`src/rtl/imem_loader_pkg.sv`:
```
// Shared constants and state encoding for the boot-time instruction memory loader.
package imem_loader_pkg;

  localparam int INST_W = 32;
  localparam int CNT_W  = 16;
  localparam int CSUM_W = 8;

  typedef enum logic [2:0] {
    ST_CNT_LO = 3'd0,
    ST_CNT_HI = 3'd1,
    ST_DATA   = 3'd2,
    ST_CHECK  = 3'd3,
    ST_DONE   = 3'd4,
    ST_ERROR  = 3'd5
  } ld_state_e;

endpackage

```
`src/rtl/imem_loader_word_packer.sv`:
```
// Packs a byte stream little-endian into instruction words; emits a registered word and one-cycle strobe.
module word_packer
  import imem_loader_pkg::*;
(
  input  logic              clk,
  input  logic              rst,
  input  logic              clr_i,
  input  logic              byte_stb_i,
  input  logic [7:0]        byte_i,
  output logic              last_lane_o,
  output logic [INST_W-1:0] word_o,
  output logic              word_stb_o
);

  logic [1:0]        lane_q, lane_d;
  logic [23:0]       shift_q, shift_d;
  logic [INST_W-1:0] word_q, word_d;
  logic              stb_q, stb_d;

  assign last_lane_o = (lane_q == 2'd3);
  assign word_o      = word_q;
  assign word_stb_o  = stb_q;

  always_comb begin
    lane_d  = lane_q;
    shift_d = shift_q;
    word_d  = word_q;
    stb_d   = 1'b0;
    if (clr_i) begin
      lane_d  = 2'd0;
      shift_d = '0;
    end else if (byte_stb_i) begin
      if (lane_q == 2'd3) begin
        word_d = {byte_i, shift_q};
        stb_d  = 1'b1;
        lane_d = 2'd0;
      end else begin
        // New byte enters at the top so the first byte ends up in bits [7:0].
        shift_d = {byte_i, shift_q[23:8]};
        lane_d  = lane_q + 2'd1;
      end
    end
  end

  always_ff @(posedge clk or negedge rst) begin
    if (!rst) begin
      lane_q  <= 2'd0;
      shift_q <= '0;
      word_q  <= '0;
      stb_q   <= 1'b0;
    end else begin
      lane_q  <= lane_d;
      shift_q <= shift_d;
      word_q  <= word_d;
      stb_q   <= stb_d;
    end
  end

endmodule

```
`src/rtl/imem_loader.sv`:
```
// Boot loader: count header, packed instruction words, XOR checksum; releases the core only on a clean load.
module imem_loader
  import imem_loader_pkg::*;
#(
  parameter int DEPTH  = 64,
  parameter int ADDR_W = 6
) (
  input  logic              clk,
  input  logic              rst,
  input  logic              byte_valid,
  input  logic [7:0]        byte_data,
  output logic              byte_ready,
  input  logic              reload,
  output logic              imem_wena,
  output logic [ADDR_W-1:0] imem_waddr,
  output logic [INST_W-1:0] imem_wdata,
  output logic              core_rst_n,
  output logic              load_done,
  output logic              load_err
);

  localparam logic [CNT_W-1:0] DEPTH_N = CNT_W'(DEPTH);

  ld_state_e         state_q, state_d;
  logic [CNT_W-1:0]  n_q, n_d;
  logic [ADDR_W:0]   idx_q, idx_d;
  logic [CSUM_W-1:0] csum_q, csum_d;
  logic [ADDR_W-1:0] waddr_q, waddr_d;
  logic              byte_ready_q, load_done_q, load_err_q, core_rst_n_q;

  logic              accept;
  logic [CNT_W-1:0]  n_full;
  logic [ADDR_W:0]   idx_inc;
  logic              pk_clr, pk_stb, pk_last;

  assign accept  = byte_valid && byte_ready_q;
  assign n_full  = {byte_data, n_q[7:0]};
  assign idx_inc = idx_q + {{ADDR_W{1'b0}}, 1'b1};

  word_packer u_packer (
    .clk         (clk),
    .rst         (rst),
    .clr_i       (pk_clr),
    .byte_stb_i  (pk_stb),
    .byte_i      (byte_data),
    .last_lane_o (pk_last),
    .word_o      (imem_wdata),
    .word_stb_o  (imem_wena)
  );

  always_comb begin
    state_d = state_q;
    n_d     = n_q;
    idx_d   = idx_q;
    csum_d  = csum_q;
    waddr_d = waddr_q;
    pk_clr  = 1'b0;
    pk_stb  = 1'b0;
    case (state_q)
      ST_CNT_LO: if (accept) begin
        n_d[7:0] = byte_data;
        state_d  = ST_CNT_HI;
      end
      ST_CNT_HI: if (accept) begin
        n_d    = n_full;
        idx_d  = '0;
        csum_d = '0;
        pk_clr = 1'b1;
        if (n_full > DEPTH_N)      state_d = ST_ERROR;
        else if (n_full == '0)     state_d = ST_CHECK;
        else                       state_d = ST_DATA;
      end
      ST_DATA: if (accept) begin
        pk_stb = 1'b1;
        csum_d = csum_q ^ byte_data;
        if (pk_last) begin
          // Address is captured alongside the word so both appear together next cycle.
          waddr_d = idx_q[ADDR_W-1:0];
          idx_d   = idx_inc;
          if (CNT_W'(idx_inc) == n_q) state_d = ST_CHECK;
        end
      end
      ST_CHECK: if (accept) begin
        state_d = (byte_data == csum_q) ? ST_DONE : ST_ERROR;
      end
      ST_DONE, ST_ERROR: if (reload) begin
        state_d = ST_CNT_LO;
        n_d     = '0;
        idx_d   = '0;
        csum_d  = '0;
        pk_clr  = 1'b1;
      end
      default: state_d = ST_CNT_LO;
    endcase
  end

  always_ff @(posedge clk or negedge rst) begin
    if (!rst) begin
      state_q      <= ST_CNT_LO;
      n_q          <= '0;
      idx_q        <= '0;
      csum_q       <= '0;
      waddr_q      <= '0;
      byte_ready_q <= 1'b0;
      load_done_q  <= 1'b0;
      load_err_q   <= 1'b0;
      core_rst_n_q <= 1'b0;
    end else begin
      state_q      <= state_d;
      n_q          <= n_d;
      idx_q        <= idx_d;
      csum_q       <= csum_d;
      waddr_q      <= waddr_d;
      byte_ready_q <= (state_d != ST_DONE) && (state_d != ST_ERROR);
      load_done_q  <= (state_d == ST_DONE);
      load_err_q   <= (state_d == ST_ERROR);
      core_rst_n_q <= (state_d == ST_DONE);
    end
  end

  assign byte_ready = byte_ready_q;
  assign imem_waddr = waddr_q;
  assign load_done  = load_done_q;
  assign load_err   = load_err_q;
  assign core_rst_n = core_rst_n_q;

endmodule

```
`config.mk`:
```
export PLATFORM = sky130hd
export DESIGN_NAME = imem_loader
export DESIGN_NICKNAME = d
export VERILOG_FILES = /design/src/rtl/imem_loader_pkg.sv /design/src/rtl/imem_loader_word_packer.sv /design/src/rtl/imem_loader.sv
export SDC_FILE = /design/constraint.sdc
export NUM_CORES = 1
export LEC_CHECK = 0
export ABC_AREA = 1
export CAP_MARGIN = 20
export CORE_ASPECT_RATIO = 1.1
export CORE_UTILIZATION = 35
export DETAILED_ROUTE_END_ITERATION = 12
export GPL_TIMING_DRIVEN = 0
export PLACE_DENSITY_LB_ADDON = 0.25
export REMOVE_ABC_BUFFERS = 1
export SETUP_SLACK_MARGIN = 0.1
export SYNTH_ARGS = -nofsm -noshare
export SYNTH_HDL_FRONTEND = slang
export SYNTH_HIERARCHICAL = 1
export SYNTH_SLANG_ARGS = --single-unit
export TNS_END_PERCENT = 50
```
`constraint.sdc`:
```
create_clock -name clk -period 4.9 [get_ports clk]
set_input_delay 0.98 -clock clk [delete_from_list [all_inputs] [get_ports clk]]
set_output_delay 0.98 -clock clk [all_outputs]
set_load 0.05 [all_outputs]
```
Word level (Yosys, flattened, before mapping)
Index checks and enable logic that the tools add are counted.
W data, S select, Z words.
{"block": "word_totals", "in_bits": 12, "elab_cells": 91, "reg_bits": 102, "output_inout_bits": 43}
{"block": "op_classes", "bitwise": 3, "n_mux": 38, "addsub": 2, "eq_ne": 18, "order_cmp": 1, "reduce_logical": 16}
{"op": "$mux W24", "n": 3}
{"op": "$pmux W8 S3", "n": 2}
{"op": "$mux W16", "n": 2}
{"op": "$mux W8", "n": 4}
{"op": "$mux W7", "n": 4}
{"op": "$mux W3", "n": 8}
{"op": "$pmux W7 S3", "n": 1}
{"op": "$eq A7 B16 Y1", "n": 1}
{"op": "$gt A16 B7 Y1 const B", "n": 1}
{"op": "$logic_not A16 Y1", "n": 1}
{"op": "$pmux W8 S2", "n": 1}
{"op": "$pmux W3 S5", "n": 1}
{"op": "$eq A3 B3 Y1 const B", "n": 4}
{"op": "$ne A2 B2 Y1 const B", "n": 6}
{"op": "$reduce_and A3 Y1", "n": 3}
{"op": "$eq A8 B8 Y1", "n": 1}
{"op": "$mux W1", "n": 8}
{"op": "$reduce_and A4 Y1", "n": 2}
{"op": "$xor A8 B8 Y8", "n": 1}
{"op": "$add A7 B1 Y7 const B", "n": 1}
{"op": "$eq A3 B2 Y1 const B", "n": 2}
{"op": "$mux W2", "n": 3}
{"op": "$ne A3 B3 Y1 const B", "n": 2}
{"op": "$reduce_bool A2 Y1", "n": 3}
{"op": "11 further kinds", "n": 13}

Longest topological paths before layout
Gate-level depths: netlist of the first run.
{"block": "depth", "ltp_word": 8, "ltp_mapped": 13}

Hierarchy
Netlist of the first run, hierarchy kept.
{"module": "word_packer", "area_each_um2": 2562.5, "instances": 1, "cells_each": 282}
{"module": "imem_loader", "area_each_um2": 2248.4, "instances": 1, "cells_each": 292}

Worst setup path after synthesis of the first run
Ideal clock, no wire load.
{"block": "synth_timing", "path_type": "input -> register", "from": "input port byte_valid", "to": "register u_packer.word_q[10] (netlist: u_packer/word_o[10])", "setup_slack_ns": 2.534, "cell_stages": 12, "setup_time_ns": 0.119, "arrival_time_ns": 2.247, "path_buffers": 4, "path_cell_list": "nand2_1 > nor2_1 > a21oi_2 > buf_4 > buf_4 > inv_1 > buf_6 > inv_4 > nand3_4 > buf_6 > nand2_1 > nand2_1"}
{"block": "synth_via", "elab_chain_len": 5, "elab_cells_between_ends": 6}
{"element": "start, declared", "line_no": "imem_loader.sv:10", "rtl": "input logic byte_valid,"}
{"element": "$logic_and A1 B1 Y1", "line_no": "imem_loader.sv:36", "rtl": "assign accept = byte_valid && byte_ready_q;"}
{"element": "$mux W1", "line_no": "imem_loader.sv:64", "rtl": "ST_CNT_HI: if (accept) begin"}
{"element": "$pmux W1 S2", "line_no": "imem_loader.sv:59", "rtl": "case (state_q)"}
{"element": "via pk_clr", "line_no": "imem_loader.sv:34", "rtl": "logic pk_clr, pk_stb, pk_last;"}
{"element": "$not A1 Y1 (no line)"}
{"element": "$reduce_and A3 Y1 (no line)"}
{"element": "end signal, assigned", "line_no": "imem_loader_word_packer.sv:54", "rtl": "word_q <= word_d;"}
{"element": "end, declared", "line_no": "imem_loader_word_packer.sv:17", "rtl": "logic [INST_W-1:0] word_q, word_d;"}
The timed path passes the listed nets, and every way through them passes these cells.
A chain may end at the register's enable or synchronous reset.

Worst setup path in the final report of the first run
{"block": "layout_timing", "from": "input port byte_valid", "to": "register u_packer.word_q[23] (netlist: u_packer/word_o[23])"}
Same word-level chain as after synthesis.

==> results.json, run 1 <==
{
  "antenna_found_initial": 0,
  "clock-sinks": 102,
  "relSlewSlack": 0.441,
  "hold_viol_final": 0,
  "rsz0062_at_grt": "no",
  "synth_area_um2": 4810,
  "vias_per_cell": 4.91,
  "startpoint_type": "primary input",
  "cts_hold_buffers": 0,
  "place_area_um2": 5430,
  "fin_util": 0.431,
  "worst_slack_ns": 1.16,
  "gp_congestion": 0.807,
  "avgSynthCellArea_um2": 8.38,
  "grt_pass1_vias": 3854,
  "cts_buffer_depth": 2,
  "ios": 55,
  "drt-initial-drc-count": 252,
  "post-route-min-period_ns": 3.74,
  "layout-drive-gt1-share": 0.0680,
  "arrival_ns": 3.99,
  "synth_cell_types": 27,
  "wl_um": 10500,
  "grt_max_degree": 66,
  "cp-endpoint": "u_packer/word_o[23]",
  "die_area_um2": 14200,
  "power_mw": 2.27,
  "final_area_um2": 5750,
  "dp.cells": 786,
  "area_growth_pct": 19.5,
  "tns_ns": 0,
  "p_leak_nw": 2.83,
  "cts.repair.resized": 0,
  "multi_input_area_um2": 1830,
  "rrSetupSlack_ns": 1.81,
  "io_buffers": 54,
  "diodes": 0,
  "clk_latency_ns": 0.35,
  "reg2reg_to": "u_packer/word_o[23]",
  "worst_ir_drop_vdd_uv": 283,
  "regArea_um2": 2550,
  "start_util": 0.361,
  "yosys_warnings": 6,
  "grt_pass1_wl_um": 18500,
  "cp_max_fo": 63,
  "ant_nets": 0,
  "die_h_um": 125,
  "reg2reg_depth": 8,
  "wire_per_inst_um": 13.1,
  "crit_type": "primary input to flop",
  "status": "finished clean",
  "fillers": 1373,
  "chipWidth_um": 114,
  "cts_tree": "yes",
  "report.final.slew_viol_count": 0,
  "min_path_type": "flop to flop",
  "skew_ns": 0.0117,
  "synth_cells": 574,
  "root_buffer": "clkbuf_16",
  "vias": 3934,
  "cp.required_ns": 5.14,
  "core_um2": 13300,
  "final_nets": 627,
  "reg2reg_from": "state_q[2]",
  "track_usage": 0.162,
  "cts_made_buffers": 9,
  "setup_viol": 0,
  "place_ws_ns": 0.758,
  "fmax_mhz": 267,
  "synth-seq-area-share": 0.531,
  "postCtsSetupBuffers": 0,
  "post-dp-hpwl_um": 7130,
  "layoutNonFillerInstCount": 802,
  "route.detailed.drc": 0,
  "worst_pin_slew_ns": 0.839,
  "synth-seq-cells": 102,
  "min_period_over_period": 0.764,
  "final_cell_mix": "nand2_1, dfrtp_1, clkdlybuf4s50_1",
  "hold_slack_ns": 0.469,
  "crit_start": "byte_valid",
  "num_rows": 44,
  "grt_overflow_total": 0,
  "crit_path_end_kind": "flop",
  "dr.pass1.iters": 4,
  "cap_violations": 0,
  "power.density_nw_per_um2": 395,
  "layout_commonest_cell": "nand2_1",
  "clk_pin_slew_ns": 0.07,
  "h-tree-depth": 3
}
[cell families (layout without fill, tap and decap cells)]
family | count (synthesis) | in the layout | synth area share
simple gates | 334 | 334 | 0.310
flops | 102 | 102 | 0.531
buf+inv | 86 | 130 | 0.0887
compound gates | 48 | 48 | 0.0619
fa+ha+maj | 2 | 2 | 0.00520
xor+xnor | 2 | 2 | 0.00364
[cell type report]
class / instances / area share
Clock buffer: 12 / 0.0464
Clock inverter: 4 / 0.00892
Inverter: 58 / 0.0383
Multi-Input combinational cell: 386 / 0.319
Sequential cell: 102 / 0.444
Tap cell: 184 / 0.0401
Timing Repair Buffer: 56 / 0.103
[routing by layer]
layer	share of wire	global-route usage	wire length, um
met5	0	0	0
met1	0.47	0.217	4920
met3	0.033	0.0301	349
met4	0.019	0.0688	204
met2	0.48	0.259	5070
[worst max-delay path, cell delays in order]
cell             delay (ns)
clkdlybuf4s50_1        0.43
nand2_1                0.22
nor2_1                 0.12
a21oi_2                0.63
inv_1                  0.36
inv_4                  0.53
nand3_4                0.44
nand2_1                0.18
nand2_1                0.06
[report_power, final]
part	internal [mW]	total [mW]	switching [mW]
logic	0.150	0.545	0.395
clock network	0.439	0.756	0.317
registers	0.918	0.968	0.0496
total	1.51	2.27	0.762
[synthesized netlist by cell type]
cell type | count | share of area
nand2_1 | 186 | 0.15
dfrtp_1 | 102 | 0.53
inv_1 | 52 | 0.041
nand4_1 | 52 | 0.068
nand3_1 | 44 | 0.046
nor2_1 | 37 | 0.029
o21ai_0 | 19 | 0.020
buf_4 | 12 | 0.019
o22ai_1 | 10 | 0.013
o31ai_1 | 10 | 0.016
buf_2 | 9 | 0.0094
buf_6 | 6 | 0.014
inv_2 | 5 | 0.0039
nand2_2 | 5 | 0.0065
nor2_2 | 4 | 0.0052
nor3_1 | 3 | 0.0031
a21oi_1 | 2 | 0.0021
a21oi_2 | 2 | 0.0036
ha_1 | 2 | 0.0052
nand3_2 | 2 | 0.0042
o21ai_2 | 2 | 0.0036
o21bai_1 | 2 | 0.0031
xor2_1 | 2 | 0.0036
clkbuf_1 | 1 | 0.00078
inv_4 | 1 | 0.0013
nand3_4 | 1 | 0.0036
o21ai_1 | 1 | 0.0010
[sequential cells by signal, indices dropped and copies added (netlist names)]
| register | cells |
|---|---|
| byte_ready | 1 |
| core_rst_n | 1 |
| csum_q | 8 |
| idx_q | 7 |
| imem_waddr | 6 |
| load_err | 1 |
| n_q | 16 |
| state_q | 3 |
| u_packer/lane_q | 2 |
| u_packer/shift_q | 24 |
| u_packer/word_o | 32 |
| u_packer/word_stb_o | 1 |
[worst min-delay path by stage]
stage	startpoint	to	slack [ns]	cells after the start
floorplan	n_q[10]	n_q[10]	0.45	2
global placement	u_packer/word_o[14]	u_packer/word_o[14]	0.45	2
detailed placement	u_packer/word_o[17]	u_packer/word_o[17]	0.46	2
CTS	u_packer/word_o[12]	u_packer/word_o[12]	0.48	2
global route	u_packer/word_o[12]	u_packer/word_o[12]	0.49	2
finish	u_packer/word_o[17]	u_packer/word_o[17]	0.47	2
(Power assumes the default switching activity.)
==> inputs of run 2 (changes only) <==
==> constraint.sdc (replaced) <==
create_clock -name clk -period 3.2 [get_ports clk]
set_input_delay 0.64 -clock clk [delete_from_list [all_inputs] [get_ports clk]]
set_output_delay 0.64 -clock clk [all_outputs]
set_load 0.05 [all_outputs]
==> run 2 against run 1 <==
Effect of this change:
- clock power rose by 53%
- clock skew is 0.00054 ns lower
- total power grew 55%
- final area up 0.78%
- wire length is 2.8% higher
- combinational power rose by 61%
- clock-buffer cell count unchanged
- critical path type unchanged
==> results.json, run 2 (synthesized netlist as in run 1, its figures left out) <==
{
  "cts_tree": "yes",
  "clock-sinks": 102,
  "grt_max_degree": 66,
  "postCtsSetupBuffers": 0,
  "num_rows": 44,
  "skew_ns": 0.0112,
  "status": "finished clean",
  "cts_buffer_depth": 2,
  "dr.pass1.iters": 4,
  "die_area_um2": 14200,
  "drt-initial-drc-count": 246,
  "post-route-min-period_ns": 2.84,
  "min_path_type": "primary input to asynchronous set/reset pin",
  "area_growth_pct": 20.4,
  "relSlewSlack": 0.385,
  "wl_um": 10800,
  "grt_pass1_wl_um": 18500,
  "arrival_ns": 3.13,
  "start_util": 0.361,
  "reg2reg_depth": 6,
  "cp_max_fo": 31,
  "place_area_um2": 5430,
  "rrSetupSlack_ns": 0.46,
  "core_um2": 13300,
  "ant_nets": 0,
  "crit_type": "primary input to flop",
  "worst_ir_drop_vdd_uv": 433,
  "diodes": 0,
  "layout-drive-gt1-share": 0.0710,
  "grt_overflow_total": 0,
  "reg2reg_from": "u_packer/lane_q[0]",
  "hold_viol_final": 0,
  "clk_latency_ns": 0.35,
  "cap_violations": 0,
  "worst_pin_slew_ns": 0.919,
  "chipWidth_um": 114,
  "cts_hold_buffers": 0,
  "ios": 55,
  "crit_path_end_kind": "flop",
  "final_cell_mix": "nand2_1, dfrtp_1, clkdlybuf4s50_1",
  "io_buffers": 54,
  "h-tree-depth": 3,
  "antenna_found_initial": 0,
  "report.final.slew_viol_count": 0,
  "die_h_um": 125,
  "largest_register_ffs": 32,
  "cts_made_buffers": 9,
  "fmax_mhz": 352,
  "power_mw": 3.51,
  "startpoint_type": "primary input",
  "reg2reg_to": "u_packer/shift_q[6]",
  "route.detailed.drc": 0,
  "track_usage": 0.163,
  "gp_congestion": 0.807,
  "final_area_um2": 5790,
  "vias_per_cell": 4.91,
  "tns_ns": 0,
  "worst_slack_ns": 0.357,
  "wire_per_inst_um": 13.5,
  "cp.required_ns": 3.49,
  "final_nets": 629,
  "min_period_over_period": 0.888,
  "p_leak_nw": 2.84,
  "grt_pass1_vias": 3854,
  "clk_pin_slew_ns": 0.07,
  "post-dp-hpwl_um": 7130,
  "layout_commonest_cell": "nand2_1",
  "vias": 3949,
  "fillers": 1370,
  "power.density_nw_per_um2": 607,
  "rsz0062_at_grt": "no",
  "place_ws_ns": -0.602,
  "root_buffer": "clkbuf_16",
  "setup_viol": 0
}
[run 2: worst max-delay path by stage]
stage	start	endpoint	slack, ns	cells past startpoint
after floorplan	byte_ready	u_packer/word_o[10]	0.56	8
after global routing	byte_valid	u_packer/shift_q[6]	0.13	10
after global placement	rst	u_packer/word_o[24]	-2.37	1
after detailed placement	byte_valid	u_packer/word_o[3]	-0.60	9
after CTS	byte_valid	u_packer/word_o[23]	0.20	9
final	byte_valid	u_packer/shift_q[6]	0.36	10
[run 2: critical path: stages]
cell and delay (ns):
clkdlybuf4s50_1 0.49, nand2_1 0.17, inv_1 0.16, nand2_2 0.10, inv_1 0.54, buf_16 0.26
nand2_2 0.32, inv_1 0.29, nand2_1 0.08, nand2_1 0.07
[run 2: repair_timing]
item / in CTS / in global routing
setup endpoints to repair: 44 / 38
resized for setup: 2 / 2
cloned: 0 / 2
pin swaps: 0 / 0
endpoints found under the hold margin: 0 / 0
[run 2: layer usage]
layer	track usage	wire length [um]
met3	0.0301	393
met1	0.217	5070
met2	0.259	5160
met4	0.0688	214
met5	0	0
[run 2: area by class of cell]
type,instances,area (um2),share of cell area
sequential,102,2550,0.441
inverter,58,231,0.0400
clock buffer,12,267,0.0460
multi-input combinational,388,1870,0.322
timing repair buffer,56,593,0.102
clock inverter,4,51.3,0.00886
tap,184,230,0.0397
[run 2: metrics by stage]
step,std cells,hold slack (ns),util
CTS,802,0.259,0.432
global route,804,0.282,0.435
finish,804,0.252,0.435
detailed placement,786,0.458,0.408
global placement,784,0.453,0.403
floorplan,546,0.344,-
[run 2: power by group]
part | total [mW] | leakage, nW | switching, mW | internal (mW)
Clock | 1.16 | 0.155 | 0.486 | 0.672
Sequential | 1.48 | 1.40 | 0.0754 | 1.41
Combinational | 0.875 | 1.29 | 0.619 | 0.256
Total | 3.51 | 2.84 | 1.18 | 2.33
